### config.mk
export PLATFORM = sky130hd
export DESIGN_NAME = wb_arbiter
export DESIGN_NICKNAME = d
export VERILOG_FILES = /design/src/rtl/wb_arbiter.sv
export SDC_FILE = /design/constraint.sdc
export NUM_CORES = 1
export LEC_CHECK = 0
export CAP_MARGIN = 10
export CORE_MARGIN = 2
export CORE_UTILIZATION = 45
export DETAILED_ROUTE_END_ITERATION = 16
export MAX_ROUTING_LAYER = met4
export PLACE_DENSITY = 0.82
export SYNTH_ARGS = -nofsm -noshare
export SYNTH_HDL_FRONTEND = slang
export SYNTH_SLANG_ARGS = --single-unit
### constraint.sdc
create_clock -name clk -period 2.13 [get_ports clk]
set_input_delay 0.426 -clock clk [delete_from_list [all_inputs] [get_ports clk]]
set_output_delay 0.426 -clock clk [all_outputs]
set_load 0.02 [all_outputs]
### src/rtl/wb_arbiter.sv
// ---------------------------------------------------------------------------
// wb_arbiter
//
// Writeback arbiter in front of a 16x16-bit register file with one write
// port. Single-cycle ALU results are buffered in a small FIFO. Variable-latency
// load returns bypass the FIFO and have priority unless the FIFO is full. The
// winner of each cycle is registered onto DstReg/WriteReg/DstData.
//
// A per-register load scoreboard, combined with a search of the FIFO, tells
// decode which source registers still have a write in flight.
//
// Ports
//   clk                 clock, all state on the rising edge
//   rst                 asynchronous active-low reset
//   AluValid/AluReg/AluData, AluReady   ALU result handshake
//   LdValid/LdReg/LdData,   LdReady     load return handshake
//   IssueLd/IssueReg                    decode issues a load (sets scoreboard)
//   QueryReg1/2 -> Busy1/2              pending-write lookup for decode
//   DstReg/WriteReg/DstData             registered register-file write port
// ---------------------------------------------------------------------------
module wb_arbiter #(
    parameter int DEPTH = 2
) (
    input  logic        clk,
    input  logic        rst,
    input  logic        AluValid,
    input  logic [3:0]  AluReg,
    input  logic [15:0] AluData,
    output logic        AluReady,
    input  logic        LdValid,
    input  logic [3:0]  LdReg,
    input  logic [15:0] LdData,
    output logic        LdReady,
    input  logic        IssueLd,
    input  logic [3:0]  IssueReg,
    input  logic [3:0]  QueryReg1,
    input  logic [3:0]  QueryReg2,
    output logic        Busy1,
    output logic        Busy2,
    output logic [3:0]  DstReg,
    output logic        WriteReg,
    output logic [15:0] DstData
);

    localparam int CW = $clog2(DEPTH + 1);
    localparam logic [CW-1:0] DEPTH_C = CW'(DEPTH);
    localparam logic [CW-1:0] ZERO_C  = {CW{1'b0}};

    // FIFO is a shift queue: entry 0 is the head, entries [0, count) are valid.
    logic [3:0]    fifoReg_r  [DEPTH];
    logic [15:0]   fifoData_r [DEPTH];
    logic [CW-1:0] count_r;
    logic [15:0]   pending_r;

    logic [3:0]    fifoRegNext_s  [DEPTH];
    logic [15:0]   fifoDataNext_s [DEPTH];
    logic [CW-1:0] countNext_s;
    logic [CW-1:0] wrIdx_s;
    logic [15:0]   pendingNext_s;
    logic          full_s;
    logic          ldAccept_s;
    logic          pop_s;
    logic          push_s;
    logic          selValid_s;
    logic [3:0]    selReg_s;
    logic [15:0]   selData_s;
    logic          hit1_s;
    logic          hit2_s;

    // Arbitration: a full FIFO forces a pop, otherwise a load wins over the head.
    always_comb begin
        full_s     = (count_r == DEPTH_C);
        ldAccept_s = ~full_s & LdValid;
        pop_s      = ~ldAccept_s & (count_r != ZERO_C);
        push_s     = AluValid & ~full_s;
        AluReady   = ~full_s;
        LdReady    = ldAccept_s;
        if (ldAccept_s) begin
            selValid_s = 1'b1;
            selReg_s   = LdReg;
            selData_s  = LdData;
        end else if (pop_s) begin
            selValid_s = 1'b1;
            selReg_s   = fifoReg_r[0];
            selData_s  = fifoData_r[0];
        end else begin
            // Nothing to write: address/data hold, only the enable drops.
            selValid_s = 1'b0;
            selReg_s   = DstReg;
            selData_s  = DstData;
        end
    end

    // FIFO next state: shift on pop, then append the push behind the survivors.
    always_comb begin
        countNext_s = count_r + {{(CW-1){1'b0}}, push_s} - {{(CW-1){1'b0}}, pop_s};
        wrIdx_s     = count_r - {{(CW-1){1'b0}}, pop_s};
        fifoRegNext_s  = fifoReg_r;
        fifoDataNext_s = fifoData_r;
        for (int i = 0; i < DEPTH - 1; i++) begin
            fifoRegNext_s[i]  = pop_s ? fifoReg_r[i+1]  : fifoReg_r[i];
            fifoDataNext_s[i] = pop_s ? fifoData_r[i+1] : fifoData_r[i];
        end
        for (int i = 0; i < DEPTH; i++) begin
            fifoRegNext_s[i]  = (push_s && (wrIdx_s == CW'(i))) ? AluReg  : fifoRegNext_s[i];
            fifoDataNext_s[i] = (push_s && (wrIdx_s == CW'(i))) ? AluData : fifoDataNext_s[i];
        end
    end

    // Scoreboard next state: accepted return clears, issue sets; set applied last so it wins.
    always_comb begin
        pendingNext_s = pending_r & ~(ldAccept_s ? (16'h0001 << LdReg) : 16'h0000);
        pendingNext_s = pendingNext_s | (IssueLd ? (16'h0001 << IssueReg) : 16'h0000);
    end

    // Busy lookup: scoreboard bit or any valid FIFO entry targeting the queried register.
    always_comb begin
        hit1_s = 1'b0;
        hit2_s = 1'b0;
        for (int i = 0; i < DEPTH; i++) begin
            hit1_s = hit1_s | ((CW'(i) < count_r) && (fifoReg_r[i] == QueryReg1));
            hit2_s = hit2_s | ((CW'(i) < count_r) && (fifoReg_r[i] == QueryReg2));
        end
        Busy1 = pending_r[QueryReg1] | hit1_s;
        Busy2 = pending_r[QueryReg2] | hit2_s;
    end

    // State and registered write port.
    always_ff @(posedge clk or negedge rst) begin
        if (!rst) begin
            count_r   <= ZERO_C;
            pending_r <= 16'h0000;
            WriteReg  <= 1'b0;
            DstReg    <= 4'h0;
            DstData   <= 16'h0000;
            for (int i = 0; i < DEPTH; i++) begin
                fifoReg_r[i]  <= 4'h0;
                fifoData_r[i] <= 16'h0000;
            end
        end else begin
            count_r   <= countNext_s;
            pending_r <= pendingNext_s;
            WriteReg  <= selValid_s;
            DstReg    <= selReg_s;
            DstData   <= selData_s;
            for (int i = 0; i < DEPTH; i++) begin
                fifoReg_r[i]  <= fifoRegNext_s[i];
                fifoData_r[i] <= fifoDataNext_s[i];
            end
        end
    end

endmodule

### After elaboration in Yosys (flattened, before gate mapping)

Cells that the tools add are included.
Widths: inputs -> output; s select.

* input port bits: 57
* logic and storage cells: 62
* register bits: 79

* bitwise gates (word level): 12
* $lt $le $gt $ge: 4
* reductions and logical operators: 10
* eq/ne operators: 6
* muxes and demuxes: 16
* add/sub/neg operators: 3
* shifts and indexed selects: 2

Operator list (number)
* $mux 16: 6
* $shl 1x4->16 const A: 2
* $and 16x16->16: 1
* $eq 4x4->1: 4
* $mux 4: 4
* $not 16->16: 1
* $or 16x16->16: 1
* $lt 4x5->1 const B: 2
* $bmux 1 s4: 2
* $logic_and 1x1->1: 6
* $reduce_bool 2->1: 3
* $lt 1x2->1 const A: 2
* $mux 1: 4
* $or 1x1->1: 4
* $sub 2x1->2: 2
* $and 1x1->1: 3
* $add 2x1->2: 1
* $eq 2x1->1 const B: 1
* $eq 2x2->1 const B: 1
* $logic_not 2->1: 1
* $not 1->1: 2

### Depth between registers and ports, before layout

Gate-level depths: netlist of the first run.

* depth after elaboration: 9
* depth in mapped cells: 7
* gate-level depth less buffers: 7

### Worst setup path before layout of the first run

No wires, ideal clock.

* path kind: input-to-output
* start: input port QueryReg2[1]
* end: output port Busy2
* arrival: 1.553 ns
* slack: 0.151 ns
* path buffers: 1
* stages on the path: 6
* cells stage by stage: buf_6 -> mux4_2 -> mux2i_1 -> nor2_1 -> a311oi_1 -> nand2_1

* word-level cells in the longest chain between the ends: 4

RTL lines
* start: declaration: line 37 `input logic [3:0] QueryReg2,`
* branches (longest 3 deep; another with $bmux 1 s4)
* $or 1x1->1 *: line 125 `Busy2 = pending_r[QueryReg2] | hit2_s;`
* end: declaration: line 39 `output logic Busy2,`

Mark *: on every way between the ends. The select of a mux whose other input is x is not followed.

### Worst setup path in the final report of the first run

* start: register pending_r[6]
* end: output port Busy1

* word-level cells in the longest chain between the ends: 3

RTL lines
* start: declaration: line 53 `logic [15:0] pending_r;`
* start signal: assignment: line 142 `pending_r <= pendingNext_s;`
* $bmux 1 s4: line 124 `Busy1 = pending_r[QueryReg1] | hit1_s;`
* $mux 1 (not written as such): line 124
* $or 1x1->1: line 124
* end: declaration: line 38 `output logic Busy1,`

Every way passes these cells. The select of a mux whose other input is x is not followed.

==> results_dict.tcl, run 1 <==
set metrics [dict create \
    syn_inst 362 \
    dp_hpwl_mm 7.06 \
    die_w_um 96.7 \
    synth_fp_nets 420 \
    r2r-start "count_r[1]$_DFF_PN0_" \
    synthXorXnorAreaFrac_pct 4.07 \
    antenna_found_initial 0 \
    cp_num_buf_inv 1 \
    grt-ovfl-total 0 \
    slowest_stage "mux4_2" \
    slew_headroom_pct 72.9 \
    dieArea_um2 9360 \
    nNetsFinal 520 \
    synth_common_cells "79 x dfrtp_1, 57 x nor2_1, 33 x o21ai_0, 24 x mux2i_1, 22 x a21oi_1" \
    cts_tree "yes" \
    hold_viol_final 0 \
    mappedNetlistArea_um2 3870 \
    crit_end "Busy1" \
    synth_edf_count 0 \
    io_pins 82 \
    drt-wirelength-per-cell_um 16.9 \
    drc 0 \
    post-route-min-period_ns 2.36 \
    critPathMaxFanout 3 \
    path_class "reg -> out" \
    synth_mux_area_share_pct 16.9 \
    place.gp.congestion 0.943 \
    worstMarginPinSlew_ns 0.407 \
    fmax_mhz 423 \
    r2r-end "pending_r[0]$_DFF_PN0_" \
    cts_made_buffers 9 \
    cp.required_ns 1.70 \
    synth_fa_ha_area_share_pct 0.323 \
    htree_levels 3 \
    hold_class "in -> async" \
    cp_top_family "multiplexers" \
    diodes 0 \
    ys_ff_latch 79 \
    yosys_warnings 0 \
    rsz0062_at_grt "true" \
    die_h_um 96.7 \
    grt_pass1_wl_mm 16.0 \
    ant_nets 0 \
    ys_async_sr_fraction_pct 100 \
    skew_ns 0.00982 \
    max-vdd-ir-drop_uv 723 \
    finalSetupViolCount 2 \
    initial_utilization_pct 46.9 \
    yosysMostFrequentCell "dfrtp_1" \
    core-area_um2 8260 \
    track_usage_pct 21.9 \
    rows 33 \
    cts_root_buf "clkbuf_8" \
    drive_above_1_share_pct 16.1 \
    synth_top_family_by_area "multiplexers" \
    seq_area_frac_synth_pct 51.1 \
    cts_num_sinks 79 \
    grt_max_degree 38 \
    path_depth 6 \
    io_buffers 81 \
    dp_slack_ns -0.920 \
    leakage_uw 0.00223 \
    routed_wl_mm 9.69 \
    finalCritPeriodShare_pct 111 \
    synth_top_area_cell "dfrtp_1" \
    final.setup.worst_slack_ns -0.234 \
    viasPerCell 5.57 \
    vias 3187 \
    post-synth-top-area-fraction_pct 51.1 \
    r2r_setup_slack_ns 0.26 \
    synth_cell_types 33 \
    worstPathArrival_ns 1.94 \
    ys_top_cells_by_area "dfrtp_1 51%, mux2i_1 6.2%, nor2_1 5.5%" \
    synth-compound-area-share_pct 13.1 \
    synth_area_per_cell_um2 10.7 \
    clk-insertion-delay-late_ns 0.35 \
    violations "setup timing" \
    synth_flop_cell "dfrtp_1" \
    status "complete, but fails checks" \
    drtPass1Iterations 4 \
    clkTransAtPathRegs_ns 0.08 \
    worst_setup_path_start_kind "flop" \
    power.density_nw_per_um2 1410 \
    path_cells "mux4_2 > mux2i_1 > nor2_1 > a311oi_1 > nand2_1 > buf_6" \
    area_growth_pct 35.5 \
    clockBufferDepth 2 \
    reg2reg_depth 7 \
    power_uw 7400 \
    drt_iter0_drc 141 \
    grt_pass1_vias 3289 \
    end_kind "output pin" \
    startpoint "pending_r[6]$_DFF_PN0_" \
    drv_cap 0 \
    drv_slew 0 \
    synthSimpleGateAreaFrac_pct 11.2 \
    slowest_delay_ns 0.47 \
]
## flip-flops by register name (all words and copies together), names as in the netlist
register / flops
DstData: 16
fifoReg_r: 8
fifoData_r: 32
DstReg: 4
WriteReg: 1
count_r: 2
pending_r: 16
## worst register-to-register path: stages, from the launching register on
cell and delay [ns]:
dfrtp_1 0.43, nor2b_4 0.16, inv_2 0.07, nand2_1 0.09
buf_4 0.22, or3_1 0.40, o21ai_0 0.25, o21ai_1 0.13
## cell type report
type	instances	area, µm²
Clock buffer	11	141
Clock inverter	5	129
Fill cell	666	3010
Inverter	2	7.51
Multi-Input combinational cell	259	1780
Sequential cell	79	1980
Tap cell	105	131
Timing Repair Buffer	111	1080
## per-stage QoR
stage / area [µm²] / cells / hold slack [ns] / setup TNS, ns / util [%]
floorplan: 3870 / 362 / 0.130 / 0 / -
global placement: 4950 / 553 / 0.271 / -1.61 / 60.0
detailed placement: 4950 / 553 / 0.271 / -1.79 / 60.0
CTS: 5240 / 572 / 0.433 / -0.527 / 63.4
global route: 5240 / 572 / 0.448 / -0.684 / 63.5
finish: 5240 / 572 / 0.445 / -0.432 / 63.5
## cell families after synthesis
kind of cell / Yosys count
and+or+nand+nor: 96
AOI/OAI and AO/OA: 90
DFF: 79
muxes: 54
buffers and inverters: 24
xor gates and xnor gates: 18
adders and majority gates: 1
## cell usage in the layout, fill, tap and decap left out, types with 15 or more instances in the layout
cell type        instances
o22ai_1                 15
buf_4                   26
nor2_1                  57
a21oi_1                 22
clkdlybuf4s50_1         73
o21ai_0                 33
mux2i_1                 24
mux2_2                  17
dfrtp_1                 79
## timing repair
action | in CTS | in global routing
setup endpoints to repair | 4 | 2
hold buffers | 1 | 0
setup buffers | 2 | 0
gates resized for setup | 15 | 3
hold endpoints to repair | 9 | 0
pin swaps | 1 | 1
## worst min path at each step
stage,start,endpoint,slack (ns),cells past startpoint
6_report,rst,pending_r[2]$_DFF_PN0_,0.45,2
5_1_grt,rst,pending_r[2]$_DFF_PN0_,0.45,2
4_1_cts,rst,pending_r[2]$_DFF_PN0_,0.43,2
3_5_place_dp,rst,pending_r[2]$_DFF_PN0_,0.27,1
3_3_place_gp,rst,pending_r[0]$_DFF_PN0_,0.27,1
2_1_floorplan,rst,DstData[0]$_DFFE_PN0P_,0.13,0
## power breakdown
group,switching (µW),internal [µW],total [µW]
Sequential,534,2220,2760
Clock,541,932,1470
Combinational,1540,1630,3170
## per-layer routing
metal	up-vias	global-route usage, %	share of wire, %
li1	1499	-	-
met1	1575	27.4	44
met2	98	35.6	50
met3	15	5.20	4.6
met4	0	6.83	1.4
met5	-	-	0
(Power assumes the default switching activity.)
==> run 2, diff against run 1 <==
--- a/config.mk
+++ b/config.mk
@@ -11,6 +11,7 @@
 export DETAILED_ROUTE_END_ITERATION = 16
 export MAX_ROUTING_LAYER = met4
 export PLACE_DENSITY = 0.82
+export SLEW_MARGIN = 20
 export SYNTH_ARGS = -nofsm -noshare
 export SYNTH_HDL_FRONTEND = slang
 export SYNTH_SLANG_ARGS = --single-unit
==> results of run 2 <==
The final DEF is identical to that of run 1; final timing and power are the same.
==> run 3, diff against run 2 <==
--- a/config.mk
+++ b/config.mk
@@ -5,12 +5,13 @@
 export SDC_FILE = /design/constraint.sdc
 export NUM_CORES = 1
 export LEC_CHECK = 0
+export ABC_AREA = 0
 export CAP_MARGIN = 10
 export CORE_MARGIN = 2
 export CORE_UTILIZATION = 45
 export DETAILED_ROUTE_END_ITERATION = 16
 export MAX_ROUTING_LAYER = met4
-export PLACE_DENSITY = 0.82
+export PLACE_DENSITY = 0.76
 export SLEW_MARGIN = 20
 export SYNTH_ARGS = -nofsm -noshare
 export SYNTH_HDL_FRONTEND = slang
==> run 3 against run 2 <==
  * Total power fell by 6.3%
  * Routed wire length fell by 2.8%
  * Critical endpoint is now Busy2
  * Via count fell by 2.1%
  * Largest power group unchanged
  * Die area did not move
  * The run still ends with setup timing left
  * Worst setup slack improved by 0.033 ns
==> results_dict.tcl, run 3 (same netlist as run 1, synthesis figures left out) <==
set metrics [dict create \
    r2r_setup_slack_ns 0.39 \
    hold_class "in -> async" \
    cts_made_buffers 9 \
    ant_nets 0 \
    grt_pass1_wl_mm 15.7 \
    core-area_um2 8260 \
    cts_num_sinks 79 \
    cts_root_buf "clkbuf_8" \
    reg2reg_depth 7 \
    die_h_um 96.7 \
    htree_levels 3 \
    largest_reg_flops 32 \
    worstMarginPinSlew_ns 0.519 \
    slew_headroom_pct 65.4 \
    status "complete, but fails checks" \
    critPathMaxFanout 3 \
    drc 0 \
    antenna_found_initial 0 \
    fin_util_pct 62.0 \
    worst_setup_path_start_kind "flop" \
    finalCritPeriodShare_pct 109 \
    track_usage_pct 21.2 \
    leakage_uw 0.00217 \
    drt-wirelength-per-cell_um 16.5 \
    io_pins 82 \
    cp.required_ns 1.70 \
    skew_ns 0.0143 \
    top_regs "fifoData_r: 32 flops, DstData: 16 flops, pending_r: 16 flops" \
    violations "setup timing" \
    final.setup.worst_slack_ns -0.201 \
    hold_viol_final 0 \
    grt-ovfl-total 0 \
    clk-insertion-delay-late_ns 0.36 \
    cts_tree "yes" \
    vias 3121 \
    finalSetupViolCount 2 \
    die_w_um 96.7 \
    worstPathArrival_ns 1.90 \
    area_growth_pct 32.3 \
    place.gp.congestion 0.895 \
    initial_utilization_pct 46.9 \
    holdWs_ns 0.0328 \
    cp_num_buf_inv 1 \
    diodes 0 \
    power_uw 6930 \
    drtPass1Iterations 5 \
    final_cell_mix "79 x dfrtp_1, 73 x clkdlybuf4s50_1, 57 x nor2_1" \
    drv_cap 0 \
    slowest_stage "mux4_2" \
    tns_ns -0.379 \
    dieArea_um2 9360 \
    regMostFlops "fifoData_r" \
    clockBufferDepth 2 \
    drt_iter0_drc 177 \
    hold_buffers 0 \
    io_buffers 81 \
    grt_pass1_vias 3173 \
    rsz0062_at_grt "true" \
    path_depth 6 \
    r2r-end "pending_r[3]$_DFF_PN0_" \
    grt_max_degree 41 \
    clkTransAtPathRegs_ns 0.09 \
    dp_hpwl_mm 6.90 \
    end_kind "output pin" \
    nNetsFinal 518 \
    post-route-min-period_ns 2.33 \
    slowest_delay_ns 0.48 \
    power.density_nw_per_um2 1350 \
    cp_top_family "multiplexers" \
    path_class "reg -> out" \
    rows 33 \
    final_common_cell "dfrtp_1" \
    crit_end "Busy2" \
    startpoint "pending_r[7]$_DFF_PN0_" \
    path_cells "mux4_2 > mux2i_1 > nor2_1 > a311oi_1 > nand2_1 > buf_2" \
    viasPerCell 5.48 \
    routed_wl_mm 9.42 \
    drive_above_1_share_pct 16.1 \
    fmax_mhz 429 \
    r2r-start "count_r[1]$_DFF_PN0_" \
    drv_slew 0 \
    max-vdd-ir-drop_uv 706 \
]
## run 3: worst reg2reg max path, delay by kind of cell, from the launching register on
kind	cells	cell delay, ns
AND/OR/NAND/NOR	3	0.64
flip-flops	1	0.44
AO/OA/AOI/OAI	2	0.27
buffers and inverters	2	0.27
## run 3: what timing repair did
item | in CTS | in global routing
setup buffers | 2 | 0
gates resized for setup | 14 | 4
endpoints found under the hold margin | 0 | 0
setup endpoints to repair | 4 | 2
## run 3: cell type report
type	instances	area, µm²
inverters	2	7.51
well taps	105	131
clock inverters	5	41.3
fillers	662	3140
flip-flops and latches	79	1980
clock buffers	11	141
multi-input cells	259	1780
repair buffers	109	1040
## run 3: stage by stage
stage,instances,cell area [µm²],setup slack (ns)
2_1_floorplan,362,3870,0.151
3_3_place_gp,552,4930,-0.819
3_5_place_dp,552,4930,-0.863
4_1_cts,570,5120,-0.222
5_1_grt,570,5120,-0.274
6_report,570,5120,-0.201
## run 3: worst min path at each step
stage | startpoint | end | slack, ns | cells after the start
after global placement | rst | fifoData_r[8]$_DFFE_PN0P_ | 0.43 | 1
after floorplan | rst | DstData[0]$_DFFE_PN0P_ | 0.13 | 0
after CTS | rst | DstData[9]$_DFFE_PN0P_ | 0.05 | 1
final | rst | fifoData_r[19]$_DFFE_PN0P_ | 0.03 | 1
after global routing | rst | fifoData_r[6]$_DFFE_PN0P_ | 0.06 | 1
after detailed placement | rst | fifoData_r[6]$_DFFE_PN0P_ | 0.44 | 1
## run 3: where the power goes
part / leakage [µW] / switching [µW] / internal, µW
Sequential: 0.000926 / 536 / 2220
Clock: 0.0000861 / 568 / 463
Combinational: 0.00116 / 1520 / 1620
Total: 0.00217 / 2620 / 4310
## run 3: metal layers
layer  global-route usage [%]  vias to the layer above  wire length (µm)
met5                        -                        -                 0
met1                     28.0                     1528              4280
li1                         -                     1490                 -
met3                     3.61                       14               450
met2                     33.1                       89              4530
met4                     8.02                        0               157
